==> config.mk <==
export PLATFORM = sky130hd
export DESIGN_NAME = ps2_kbd_tx
export DESIGN_NICKNAME = d
export VERILOG_FILES = /design/src/rtl/ps2_pkg.sv /design/src/rtl/sync_fifo.sv /design/src/rtl/ps2_kbd_tx.sv
export SDC_FILE = /design/constraint.sdc
export NUM_CORES = 1
export LEC_CHECK = 0
export BUFFER_PORTS_ARGS = -buffer_cell sky130_fd_sc_hd__buf_2
export CAP_MARGIN = 20
export CORE_AREA = 4 4 132 134
export CTS_BUF_LIST = sky130_fd_sc_hd__clkbuf_2
export CTS_CLUSTER_SIZE = 28
export DETAILED_ROUTE_END_ITERATION = 10
export DIE_AREA = 0 0 136 138
export PLACE_DENSITY = 0.69
export REMOVE_ABC_BUFFERS = 1
export SLEW_MARGIN = 0
export SYNTH_ARGS = -nofsm -noshare
export SYNTH_HDL_FRONTEND = slang
export SYNTH_SLANG_ARGS = --single-unit
==> constraint.sdc <==
create_clock -name clk -period 2.4 [get_ports clk]
set_input_delay 0.24 -clock clk [delete_from_list [all_inputs] [get_ports clk]]
set_output_delay 0.24 -clock clk [all_outputs]
set_load 0.01 [all_outputs]
==> src/rtl/ps2_pkg.sv <==
// PS/2 keyboard transmitter shared definitions: FSM state codes, frame geometry, framing helpers.
// Latency: n/a (constants and pure functions only).
// Backpressure: n/a.
package ps2_pkg;

    // FSM state codes
    typedef logic [2:0] ps2_state_t;
    localparam ps2_state_t ST_IDLE    = 3'd0;
    localparam ps2_state_t ST_BIT_HI  = 3'd1;
    localparam ps2_state_t ST_BIT_LO  = 3'd2;
    localparam ps2_state_t ST_GAP     = 3'd3;
    localparam ps2_state_t ST_INHIBIT = 3'd4;

    // start + 8 data + parity + stop
    localparam int PS2_FRAME_BITS = 11;
    // inter-frame idle, counted in PS/2 clock half-periods
    localparam int PS2_GAP_HALVES = 2;

    function automatic logic odd_parity(input logic [7:0] d);
        return ~^d;
    endfunction

    // Wire order is LSB first: bit 0 is the start bit, bit 10 the stop bit.
    function automatic logic [PS2_FRAME_BITS-1:0] ps2_frame(input logic [7:0] d);
        return {1'b1, odd_parity(d), d, 1'b0};
    endfunction

endpackage

==> src/rtl/sync_fifo.sv <==
// Synchronous FIFO with registered count and full/empty flags.
// Latency: pushed word is visible on pop_dat the cycle after the push edge.
// Backpressure: pushes while full and pops while empty are ignored.
//
// Ports: clk/reset_n; push/push_dat write side; pop/pop_dat read side
// (pop_dat shows the head word, pop advances past it); full, empty, count.
module sync_fifo #(
    parameter int WIDTH = 8,
    parameter int DEPTH = 16
) (
    input  logic                     clk,
    input  logic                     reset_n,
    input  logic                     push,
    input  logic [WIDTH-1:0]         push_dat,
    input  logic                     pop,
    output logic [WIDTH-1:0]         pop_dat,
    output logic                     full,
    output logic                     empty,
    output logic [$clog2(DEPTH):0]   count
);

    localparam int AW = $clog2(DEPTH);

    logic [WIDTH-1:0] mem [DEPTH];
    logic [AW-1:0]    wr_ptr;
    logic [AW-1:0]    rd_ptr;
    logic [AW:0]      count_nxt;
    logic             do_push;
    logic             do_pop;

    assign do_push = push & ~full;
    assign do_pop  = pop & ~empty;

    // Simultaneous push and pop leaves the occupancy unchanged.
    always_comb begin
        count_nxt = count;
        if (do_push && !do_pop) begin
            count_nxt = count + (AW+1)'(1);
        end else if (do_pop && !do_push) begin
            count_nxt = count - (AW+1)'(1);
        end
    end

    // Flags are computed from the next count so they are registered yet
    // never lag the occupancy they describe. Pointers wrap naturally.
    always_ff @(posedge clk or negedge reset_n) begin
        if (!reset_n) begin
            wr_ptr <= '0;
            rd_ptr <= '0;
            count  <= '0;
            full   <= 1'b0;
            empty  <= 1'b1;
        end else begin
            if (do_push) begin
                wr_ptr <= wr_ptr + AW'(1);
            end
            if (do_pop) begin
                rd_ptr <= rd_ptr + AW'(1);
            end
            count <= count_nxt;
            full  <= (count_nxt == (AW+1)'(DEPTH));
            empty <= (count_nxt == '0);
        end
    end

    always_ff @(posedge clk) begin
        if (do_push) begin
            mem[wr_ptr] <= push_dat;
        end
    end

    assign pop_dat = mem[rd_ptr];

endmodule

==> src/rtl/ps2_kbd_tx.sv <==
// PS/2 device-side keyboard transmitter: bytes in on valid/ready, 11-bit frames out on ps2_clk/ps2_data.
// Latency: byte written into an empty idle FIFO at edge N drives the start bit after edge N+2; frame = 22*HALF_DIV cycles + 2*HALF_DIV gap.
// Backpressure: in_ready low while the FIFO is full; host_inhibit aborts a frame, which is resent from the holder.
//
// Ports: clk, reset_n (async, active low); in_data/in_valid/in_ready byte
// stream; host_inhibit (synchronous host clock-hold); ps2_clk/ps2_data
// (1 = released); busy (frame running or bytes pending); tx_done (1-cycle
// pulse on frame completion).
module ps2_kbd_tx
    import ps2_pkg::*;
#(
    parameter int HALF_DIV   = 1000,
    parameter int FIFO_DEPTH = 16
) (
    input  logic       clk,
    input  logic       reset_n,
    input  logic [7:0] in_data,
    input  logic       in_valid,
    output logic       in_ready,
    input  logic       host_inhibit,
    output logic       ps2_clk,
    output logic       ps2_data,
    output logic       busy,
    output logic       tx_done
);

    localparam int               CW        = $clog2(HALF_DIV);
    localparam logic [CW-1:0]    HALF_LAST = CW'(HALF_DIV - 1);
    localparam logic [3:0]       IDX_LAST  = 4'(PS2_FRAME_BITS - 1);
    localparam logic [3:0]       GAP_LAST  = 4'(PS2_GAP_HALVES - 1);

    ps2_state_t                     state;
    logic [CW-1:0]                  half_cnt;
    logic [3:0]                     bit_idx;
    logic [PS2_FRAME_BITS-2:0]      shreg;
    logic [7:0]                     hold_dat;
    logic                           hold_vld;
    logic                           pend_q;

    logic                           fifo_full;
    logic                           fifo_empty;
    logic                           fifo_pop;
    logic [7:0]                     fifo_dat;
    logic [$clog2(FIFO_DEPTH):0]    fifo_count;

    logic                           half_end;
    logic                           start;
    logic                           abort;
    logic [7:0]                     frame_src;
    logic [PS2_FRAME_BITS-1:0]      frame_w;

    sync_fifo #(
        .WIDTH (8),
        .DEPTH (FIFO_DEPTH)
    ) u_fifo (
        .clk      (clk),
        .reset_n  (reset_n),
        .push     (in_valid),
        .push_dat (in_data),
        .pop      (fifo_pop),
        .pop_dat  (fifo_dat),
        .full     (fifo_full),
        .empty    (fifo_empty),
        .count    (fifo_count)
    );

    assign in_ready = ~fifo_full;

    assign half_end = (half_cnt == HALF_LAST);

    // pend_q is a registered "something to send" flag, so IDLE launches one
    // cycle after the byte lands in the FIFO. The live check guards the pop.
    assign start = (state == ST_IDLE) && pend_q && !host_inhibit &&
                   (hold_vld || !fifo_empty);

    // A byte waiting in the holder (aborted frame) goes out before the FIFO.
    assign fifo_pop  = start && !hold_vld;
    assign frame_src = hold_vld ? hold_dat : fifo_dat;
    assign frame_w   = ps2_frame(frame_src);

    // Once the stop bit's low half has begun the host has already seen a
    // complete frame, so inhibit there no longer aborts.
    assign abort = host_inhibit &&
                   ((state == ST_BIT_HI) ||
                    ((state == ST_BIT_LO) && (bit_idx != IDX_LAST)));

    always_ff @(posedge clk or negedge reset_n) begin
        if (!reset_n) begin
            state    <= ST_IDLE;
            half_cnt <= '0;
            bit_idx  <= '0;
            shreg    <= '1;
            hold_dat <= '0;
            hold_vld <= 1'b0;
            pend_q   <= 1'b0;
            ps2_clk  <= 1'b1;
            ps2_data <= 1'b1;
            busy     <= 1'b0;
            tx_done  <= 1'b0;
        end else begin
            tx_done  <= 1'b0;
            pend_q   <= hold_vld | ~fifo_empty;
            busy     <= (state != ST_IDLE) | hold_vld | (fifo_count != '0);
            // Free-running half-period counter; every state change happens on
            // half_end (wrap to 0) or from a state that holds it at 0.
            half_cnt <= half_end ? '0 : half_cnt + CW'(1);

            case (state)
                ST_IDLE: begin
                    half_cnt <= '0;
                    if (start) begin
                        state    <= ST_BIT_HI;
                        bit_idx  <= '0;
                        ps2_data <= frame_w[0];
                        shreg    <= frame_w[PS2_FRAME_BITS-1:1];
                        hold_dat <= frame_src;
                        hold_vld <= 1'b1;
                    end
                end

                ST_BIT_HI: begin
                    if (abort) begin
                        state    <= ST_INHIBIT;
                        ps2_clk  <= 1'b1;
                        ps2_data <= 1'b1;
                    end else if (half_end) begin
                        state   <= ST_BIT_LO;
                        ps2_clk <= 1'b0;
                    end
                end

                ST_BIT_LO: begin
                    if (abort) begin
                        state    <= ST_INHIBIT;
                        ps2_clk  <= 1'b1;
                        ps2_data <= 1'b1;
                    end else if (half_end) begin
                        ps2_clk <= 1'b1;
                        if (bit_idx == IDX_LAST) begin
                            state    <= ST_GAP;
                            bit_idx  <= '0;
                            tx_done  <= 1'b1;
                            hold_vld <= 1'b0;
                        end else begin
                            state    <= ST_BIT_HI;
                            bit_idx  <= bit_idx + 4'd1;
                            ps2_data <= shreg[0];
                            shreg    <= {1'b1, shreg[PS2_FRAME_BITS-2:1]};
                        end
                    end
                end

                // bit_idx doubles as the gap half-period counter
                ST_GAP: begin
                    if (half_end) begin
                        if (bit_idx == GAP_LAST) begin
                            state <= ST_IDLE;
                        end else begin
                            bit_idx <= bit_idx + 4'd1;
                        end
                    end
                end

                ST_INHIBIT: begin
                    half_cnt <= '0;
                    if (!host_inhibit) begin
                        state   <= ST_GAP;
                        bit_idx <= '0;
                    end
                end

                default: begin
                    state <= ST_IDLE;
                end
            endcase
        end
    end

endmodule

### After elaboration in Yosys (flattened, before gate mapping)

Memories as Yosys holds them, arrays and structs flattened.
Cells that the tools add are included.

* memories: 1
* bits in writable memories: 128
* bits in registers: 56

Memories
* u_fifo.mem: words 16, bits a word 8, rd ports 1, clocked after Yosys merged registers in 0, write ports 1, line sync_fifo.sv:24 `logic [WIDTH-1:0] mem [DEPTH];`

* reductions and logical operators: 32
* bitwise logic cells: 7
* add/sub/neg operators: 6
* mux-type cells: 50
* eq/ne operators: 22

Operator list (count)
* 10-bit 2-to-1 mux: 6
* 4-bit 2-to-1 mux: 7
* 3-bit 2-to-1 mux: 8
* 10-bit one-hot mux with 2 select lines: 1
* 1-bit 2-to-1 mux: 19
* 2-bit inequality test (second input constant): 9
* 4-bit one-hot mux with 4 select lines: 1
* 3-bit one-hot mux with 5 select lines: 1
* 5-bit AND reduction: 3
* 4-bit by 1-bit adder with 4-bit output (second input constant): 3
* 10-bit by 1-bit adder with 10-bit output (second input constant): 1
* 10-bit == test (second input constant): 1
* 5-bit 2-to-1 mux: 2
* 3-bit inequality test (second input constant): 3
* 1-bit logical AND: 8
* 8-bit 2-to-1 mux: 1
* 8-bit XNOR reduction: 1
* 7-bit AND reduction: 1
* 3-bit by 2-bit == test with 1-bit output (second input constant): 2
* 6-bit AND reduction: 1
* 3-bit nonzero test: 2
* 5-bit by 1-bit adder with 5-bit output (second input constant): 1
* 5-bit == test (second input constant): 1
* 1-bit logical NOT: 5
* other kinds (22): 29

### Depth between registers and ports, before layout

Gate-level depths: netlist of the first run.

* depth after elaboration: 10
* gate-level depth with buffers: 11

### Cells and area by module

From an unflattened synthesis of the first run, not the netlist that was laid out.

* cell total of the unflattened synthesis: 523
* area, all modules: 8056.5 um^2

Modules (own cells, without submodules)
* sync_fifo: area each 5813.1 um^2, cells each 295, instances 1, sequential area each 4220.3 um^2
* ps2_kbd_tx: area each 2243.4 um^2, cells each 228, instances 1, sequential area each 1014.7 um^2

### Worst setup path before layout of the first run

No wires, ideal clock.

* path kind: register -> register
* from: register u_fifo.rd_ptr[1]
* to: register shreg[8]
* slack: 0.040 ns
* period minus slack after synthesis: 2.360 ns
* data required time: 2.327 ns
* stages on the path, launching flop included: 12
* data arrival time: 2.287 ns
* setup time: 0.073 ns
* cells stage by stage: dfrtp_1 buf_6 buf_12 buf_4 buf_4 mux2i_1 a22oi_1 a21oi_1 a221oi_1 xnor2_1 xnor3_1 o21ai_1

* longest elaborated chain between the ends: 5

Ends and longest elaborated chain
* from (decl): line sync_fifo.sv:26 `logic [AW-1:0] rd_ptr;`
* from (signal assigned): line sync_fifo.sv:58 `rd_ptr <= rd_ptr + AW'(1);`
* memory read 16 x 8 bit
* 8-bit 2-to-1 mux: line ps2_kbd_tx.sv:78 `assign frame_src = hold_vld ? hold_dat : fifo_dat;`
* 8-bit XNOR reduction: line ps2_pkg.sv:20 `return ~^d;`
* 10-bit 2-to-1 mux: line ps2_kbd_tx.sv:111 `if (start) begin`
* 10-bit one-hot mux with 2 select lines: line ps2_kbd_tx.sv:108 `case (state)`
* to (signal assigned): line ps2_kbd_tx.sv:115 `shreg <= frame_w[PS2_FRAME_BITS-1:1];`
* to (signal assigned): line ps2_kbd_tx.sv:148 `shreg <= {1'b1, shreg[PS2_FRAME_BITS-2:1]};`
* to (decl): line ps2_kbd_tx.sv:35 `logic [PS2_FRAME_BITS-2:0] shreg;`

No other way between the ends. The select of a mux whose other input is x is not followed.
A chain may end at the register's enable or synchronous reset.

### Final worst setup path of the first run

* from: register u_fifo.rd_ptr[0]
* to: register shreg[8]

The elaborated chain is that of the path after synthesis.

==> results of run 1 <==
layout make-up:
class	instances	area, um2	share of cell area (%)
diodes	2	5.005	0.05570
clock buffers	17	85.08	0.9469
clock inverters	15	137.6	1.532
inverters	22	82.58	0.9191
multi-input cells	302	2542	28.30
flip-flops and latches	183	5239	58.31
well taps	220	275.3	3.064
repair buffers	74	618.1	6.879
routing by layer:
metal | GRT usage, % | vias up | wire length, um
li1 | - | 2138 | -
met1 | 23.47 | 2289 | 6667
met5 | 0 | - | 0
met3 | 4.251 | 14 | 666
met2 | 29.39 | 91 | 8047
met4 | 4.934 | 0 | 140
stage by stage:
step                worst slack [ns]  instances
finish                      -0.07954        835
global route                 -0.1776        835
CTS                         -0.03371        833
detailed placement           -0.1058        784
global placement            -0.04395        784
floorplan                    -0.7924        507
Yosys cell counts (all sizes together), types with 6 or more instances:
cell,count
nand2,35
nor2b,6
a22oi,9
o21ai,28
and2,20
clkbuf,10
a21oi,14
nand3,6
xnor2,19
mux4,24
mux2i,37
nor2,28
dfrtp,43
inv,22
dfstp,12
ha,12
edfxtp,128
buf,11
sequential cells by signal, summed over array words and instances, names as in the netlist, 4 cells and up:
signal,cells
bit_idx,4
half_cnt,10
hold_dat,8
shreg,9
u_fifo.count,5
u_fifo.mem,128
u_fifo.rd_ptr,4
u_fifo.wr_ptr,4
path summary, 6_finish.rpt:
kind	start	end	slack, ns	cells after the start
hold / removal	in_data[1]	u_fifo.mem[1][1]	0.36	2
max in group asynchronous	reset_n	u_fifo.rd_ptr[1]	0.69	4
setup reg to reg	u_fifo.rd_ptr[0]	shreg[8]	-0.08	8
setup / recovery	u_fifo.rd_ptr[0]	shreg[8]	-0.08	8
hold reg to reg	shreg[1]	shreg[1]	0.50	2
min in group asynchronous	reset_n	u_fifo.empty	0.50	3
power breakdown:
part           internal, mW  leakage (nW)  total (mW)  switching, mW
clock network         0.319         0.132        1.48           1.16
registers              3.90          1.83        4.16          0.261
logic                 0.704          1.22        1.70          0.999
total                  4.93          3.18        7.35           2.42
kinds of logic (layout without fill, tap and decap cells):
| logic type | Yosys count | in the layout | share of synthesized area, % |
|---|---|---|---|
| other | 0 | 2 | 0 |
| AND/OR/NAND/NOR | 124 | 124 | 7.707 |
| adder cells (fa/ha/maj) | 12 | 12 | 1.891 |
| buffers and inverters | 43 | 128 | 2.790 |
| AO/OA/AOI/OAI | 76 | 76 | 6.225 |
| flip-flops | 183 | 183 | 65.94 |
| XOR/XNOR | 25 | 25 | 2.931 |
| multiplexers | 65 | 65 | 12.51 |
placed cells by master, fill, tap and decap left out, types with 14 or more instances in the layout:
cell      instances
edfxtp_1        128
dfrtp_1          40
buf_4            38
nand2_1          35
mux2i_1          32
nor2_1           28
o21ai_0          26
inv_1            22
and2_1           20
xnor2_1          19
clkbuf_2         17
buf_2            16
mux4_2           15
a21oi_1          14
critical path, delay by kind of cell, from the launching register on:
kind / cells / cell delay [ns]
AO/OA/AOI/OAI: 2 / 0.26
XOR/XNOR: 2 / 0.61
buffers and inverters: 2 / 0.29
flip-flops: 1 / 0.48
multiplexers: 2 / 0.78
timing repair:
item | 4_1_cts | 5_1_grt
gates resized for setup | 11 | 5
buffers inserted | 4 | 0
endpoints found under the hold margin | 181 | 0
pin swaps | 5 | 5
hold buffers | 13 | 0
setup endpoints to repair | 1 | 3
==> summary.txt, run 1 <==
STA
  • RSZ-0062 raised after global routing: true
  • Worst Max-Slew Pin Slew: 0.7291 ns
  • Setup TNS Final: -0.07954 ns
  • Final cycle utilization of the critical path: 103.3%
  • Slew HR: 51.23%
  • Hold slack: 0.3626 ns
  • Final setup margin: -0.07954 ns
  • Final hold violation count: 0
  • Min Tclk post-route: 2.480 ns
  • Max Transition Viols Final: 0
  • Max Clk Rate: 0.4033 GHz
  • Final setup violating endpoints: 1
  • Final Skew: 0.03980 ns

Setup path
  • Worst path max stage delay: 0.54 ns
  • CP Launch Type: flip-flop
  • Worst path slowest cell: mux4_2
  • Critical Path Fanout Max: 8
  • Crit. End Element: flip-flop
  • Critical path class: reg2reg
  • Data arrival, critical path: 3.18 ns
  • Crit-path cells: buf_12 -> buf_6 -> mux4_2 -> mux2i_4 -> a221oi_2 -> xnor2_1 -> xnor3_1 -> o21ai_1
  • Req. time, crit path: 3.11 ns

Synthesis
  • Post-synth top area cell: edfxtp_1
  • #FFs+latches synth: 183
  • Synthesized instance count: 528
  • Mapped Area: 0.007939 mm2
  • Post-synth EDFFs: 128
  • Dominant synthesized flop cell: edfxtp_1
  • Count of different cell masters after synthesis: 51
  • Register area share after synthesis: 65.94%
  • Post-synth top area share: 48.42%
  • Synth area leaders: edfxtp_1, dfrtp_1, mux2i_1
  • Yosys Warn Count: 0
  • Syn Area/Cell: 15.04 um2
  • Synth async-reset ratio: 30.05%

Drt
  • First DRT Iteration DRCs: 367
  • Final ANT Viol Nets: 0
  • Vias/cell: 5.428
  • DRT Pass-1 Iters: 5
  • Remaining DRCs: 0
  • Final wirelength: 15520 um
  • Vias: 4532
  • DR WL/cell: 18.59 um

Final layout
  • Layout fillers: 1320
  • Share of cells above drive strength 1: 22.51%
  • Final #Nets: 624
  • Layout area overhead: 13.18%
  • Fin area: 0.008985 mm2
  • Final Util: 55.16%

Floorplanning
  • Initial core utilization: 48.74%
  • Core area: 0.01629 mm2
  • Site Rows: 47
  • Die height: 138 um
  • # IOs: 17
  • DIE AREA: 0.01877 mm2
  • Die X: 136 um

Pwr
  • Maximum VDD drop: 483.5 uV
  • Power consumption: 7.346 mW
  • Leakage power: 3.182 nW
  • Power Density: 817.6 mW/mm2

Placement
  • Final GP Congestion: 0.8068
  • DP HPWL: 10640 um
  • IO buf count: 16
  • Cell Area, Placed: 0.008502 mm2

Min path
  • Worst min path class: in2reg

CTS
  • CTS Buf Count: 17
  • Clk pin slew, worst setup/hold paths: 0.28 ns
  • Root Buffer: clkbuf_2
  • Clock Path Buffers: 2
  • H-tree lvl count: 4
  • CTS tree: done
  • Clk_lat worst skew: 0.77 ns
  • Clk sinks: 183

Run status
  • Status: finished, violations left
  • Failing checks: negative setup slack

Run
  • Max-cap violations: 0

Global route
  • Grt ovf: 0
  • Initial antenna violation count: 1
  • Vias in the first global route: 4762
  • Largest net degree at the start of global routing: 24
  • First-pass GRT wire length: 25390 um
  • Tot GR Track Use: 17.72%
No activity file was read; power rests on OpenSTA's default activity.
==> run 2: changes to the inputs <==
--- a/config.mk
+++ b/config.mk
@@ -7,12 +7,12 @@
 export LEC_CHECK = 0
 export BUFFER_PORTS_ARGS = -buffer_cell sky130_fd_sc_hd__buf_2
 export CAP_MARGIN = 20
-export CORE_AREA = 4 4 132 134
+export CORE_AREA = 4 4 122 124
 export CTS_BUF_LIST = sky130_fd_sc_hd__clkbuf_2
 export CTS_CLUSTER_SIZE = 28
 export DETAILED_ROUTE_END_ITERATION = 10
-export DIE_AREA = 0 0 136 138
-export PLACE_DENSITY = 0.69
+export DIE_AREA = 0 0 126 128
+export PLACE_DENSITY = 0.79
 export REMOVE_ABC_BUFFERS = 1
 export SLEW_MARGIN = 0
 export SYNTH_ARGS = -nofsm -noshare
==> run 2 against run 1 <==
The run now ends clean. Core utilization grew 9.2 points. Via count grew 2.6%. Sequential share of layout area grew 0.82 points. Setup slack gained 0.081 ns. Global-route usage grew 2.6 points. Non-clock buffer count shrank 4. Final cell count shrank 5.5%. Die area shrank 14%. Count of clock-buffer cells in the layout grew 3. Fmax grew 3.4%. Largest cell class unchanged.
==> summary.txt, run 2 (synthesized netlist as in run 1, its figures left out) <==
Global route
  • Largest net degree at the start of global routing: 28
  • Vias in the first global route: 4658
  • Grt ovf: 0
  • Initial antenna violation count: 0
  • Tot GR Track Use: 20.35%
  • First-pass GRT wire length: 25160 um

Run
  • Max-cap violations: 0

Floorplanning
  • Initial core utilization: 57.64%
  • Core area: 0.01377 mm2
  • # IOs: 17
  • DIE AREA: 0.01613 mm2
  • Die height: 128 um
  • Die X: 126 um
  • Site Rows: 43

Placement
  • DP HPWL: 10750 um
  • IO buf count: 16
  • Cell Area, Placed: 0.008359 mm2
  • Final GP Congestion: 0.8814

Drt
  • DR WL/cell: 19.74 um
  • Vias/cell: 5.896
  • Final ANT Viol Nets: 0
  • Vias: 4652
  • First DRT Iteration DRCs: 409
  • DRT Pass-1 Iters: 5
  • Final wirelength: 15580 um
  • Remaining DRCs: 0

CTS
  • CTS Buf Count: 17
  • Clk sinks: 183
  • Clock Path Buffers: 2
  • CTS tree: done
  • H-tree lvl count: 4
  • Root Buffer: clkbuf_2
  • Clk pin slew, worst setup/hold paths: 0.24 ns
  • Clk_lat worst skew: 0.72 ns

Setup path
  • Data arrival, critical path: 3.08 ns
  • Req. time, crit path: 3.08 ns
  • CP Launch Type: flip-flop
  • Critical Path Fanout Max: 4
  • Crit. End Element: flip-flop
  • Critical path class: reg2reg

STA
  • Final hold violation count: 0
  • Worst Max-Slew Pin Slew: 0.6783 ns
  • Max Clk Rate: 0.4169 GHz
  • Final setup violating endpoints: 0
  • Hold slack: 0.4083 ns
  • Final cycle utilization of the critical path: 99.95%
  • RSZ-0062 raised after global routing: true
  • Min Tclk post-route: 2.399 ns
  • Final Skew: 0.03311 ns
  • Max Transition Viols Final: 0
  • Slew HR: 54.48%

Pwr
  • Power Density: 825.0 mW/mm2
  • Leakage power: 3.143 nW
  • Maximum VDD drop: 419.3 uV

Final layout
  • Commonest non-fill, non-tap cell in the layout: edfxtp_1
  • Largest Register: u_fifo.mem
  • Layout area overhead: 11.62%
  • Biggest regs: u_fifo.mem (128), half_cnt (10), shreg (9)
  • Fin area: 0.008861 mm2
  • Commonest non-fill, non-tap cells in the layout: edfxtp_1, dfrtp_1, mux2i_1, buf_4, nand2_1
  • Final #Nets: 620
  • Max reg flops: 128
  • Share of cells above drive strength 1: 21.84%
  • Ant diodes: 0

Run status
  • Status: complete, no violations

Min path
  • Worst min path class: in2reg
run 2: cell count changes in the layout (fill, tap and decap cells not counted), moves of 3 or more:
| cell | delta |
|---|---|
| mux2i_4 | -3 |
| inv_8 | -3 |
| clkbuf_2 | +3 |
| mux2i_1 | +4 |
| clkinv_1 | +3 |
| buf_12 | -3 |
run 2: routing by layer:
layer	up-vias	GRT usage, %	wire length, um
met4	0	5.804	236
met5	-	0	0
li1	2131	-	-
met1	2358	27.61	6559
met3	23	4.958	884
met2	140	33.27	7894
run 2: repair_timing:
action	CTS	global route
gates resized for setup	10	7
cloned	0	0
hold buffers	13	0
endpoints found under the hold margin	175	0
pin swaps	3	0
setup endpoints to repair	4	4
buffers inserted	5	3
run 2: where the power goes:
part	leakage, nW	internal, mW	switching, mW
combinational	1.19	0.721	1.02
sequential	1.83	3.91	0.275
clock	0.125	0.382	1.00
total	3.14	5.01	2.30
run 2: final cells by class:
class,count,area [um2]
sequential,183,5239
tap,180,225.2
clock inverter,12,102.6
fill,978,4912
multi-input combinational,302,2534
clock buffer,20,100.1
timing repair buffer,70,578.1
inverter,22,82.58
run 2: through the flow:
step	cells	utilization [%]	setup slack (ns)	power [mW]	TNS [ns]
floorplan	507	-	-0.7924	5.310	-3.090
global placement	735	60.69	-0.04902	5.845	-0.04902
detailed placement	735	60.69	-0.1933	5.953	-0.1933
CTS	785	63.80	0.01595	7.300	0
global route	789	64.34	-0.09386	7.722	-0.09386
finish	789	64.34	0.001171	7.311	0
run 2: critical path, cell delays in order (launching register included):
cell	delay, ns
dfrtp_2	0.46
buf_4	0.12
mux4_1	0.55
mux2i_2	0.20
a222oi_1	0.15
xnor2_1	0.19
xnor2_1	0.28
xnor3_1	0.26
o21ai_1	0.13
run 2: path summary, 6_finish.rpt:
check                                      start          endpoint  slack [ns]  cells after the start
worst min-delay path                  in_data[1]  u_fifo.mem[0][1]        0.41                      2
worst max register to register  u_fifo.rd_ptr[1]          shreg[8]       0.001                      8
worst max-delay path            u_fifo.rd_ptr[1]          shreg[8]       0.001                      8
worst min register to register          shreg[5]          shreg[5]        0.49                      2
max in group asynchronous                reset_n  u_fifo.wr_ptr[1]        1.00                      5
min in group asynchronous                reset_n           tx_done        0.55                      4
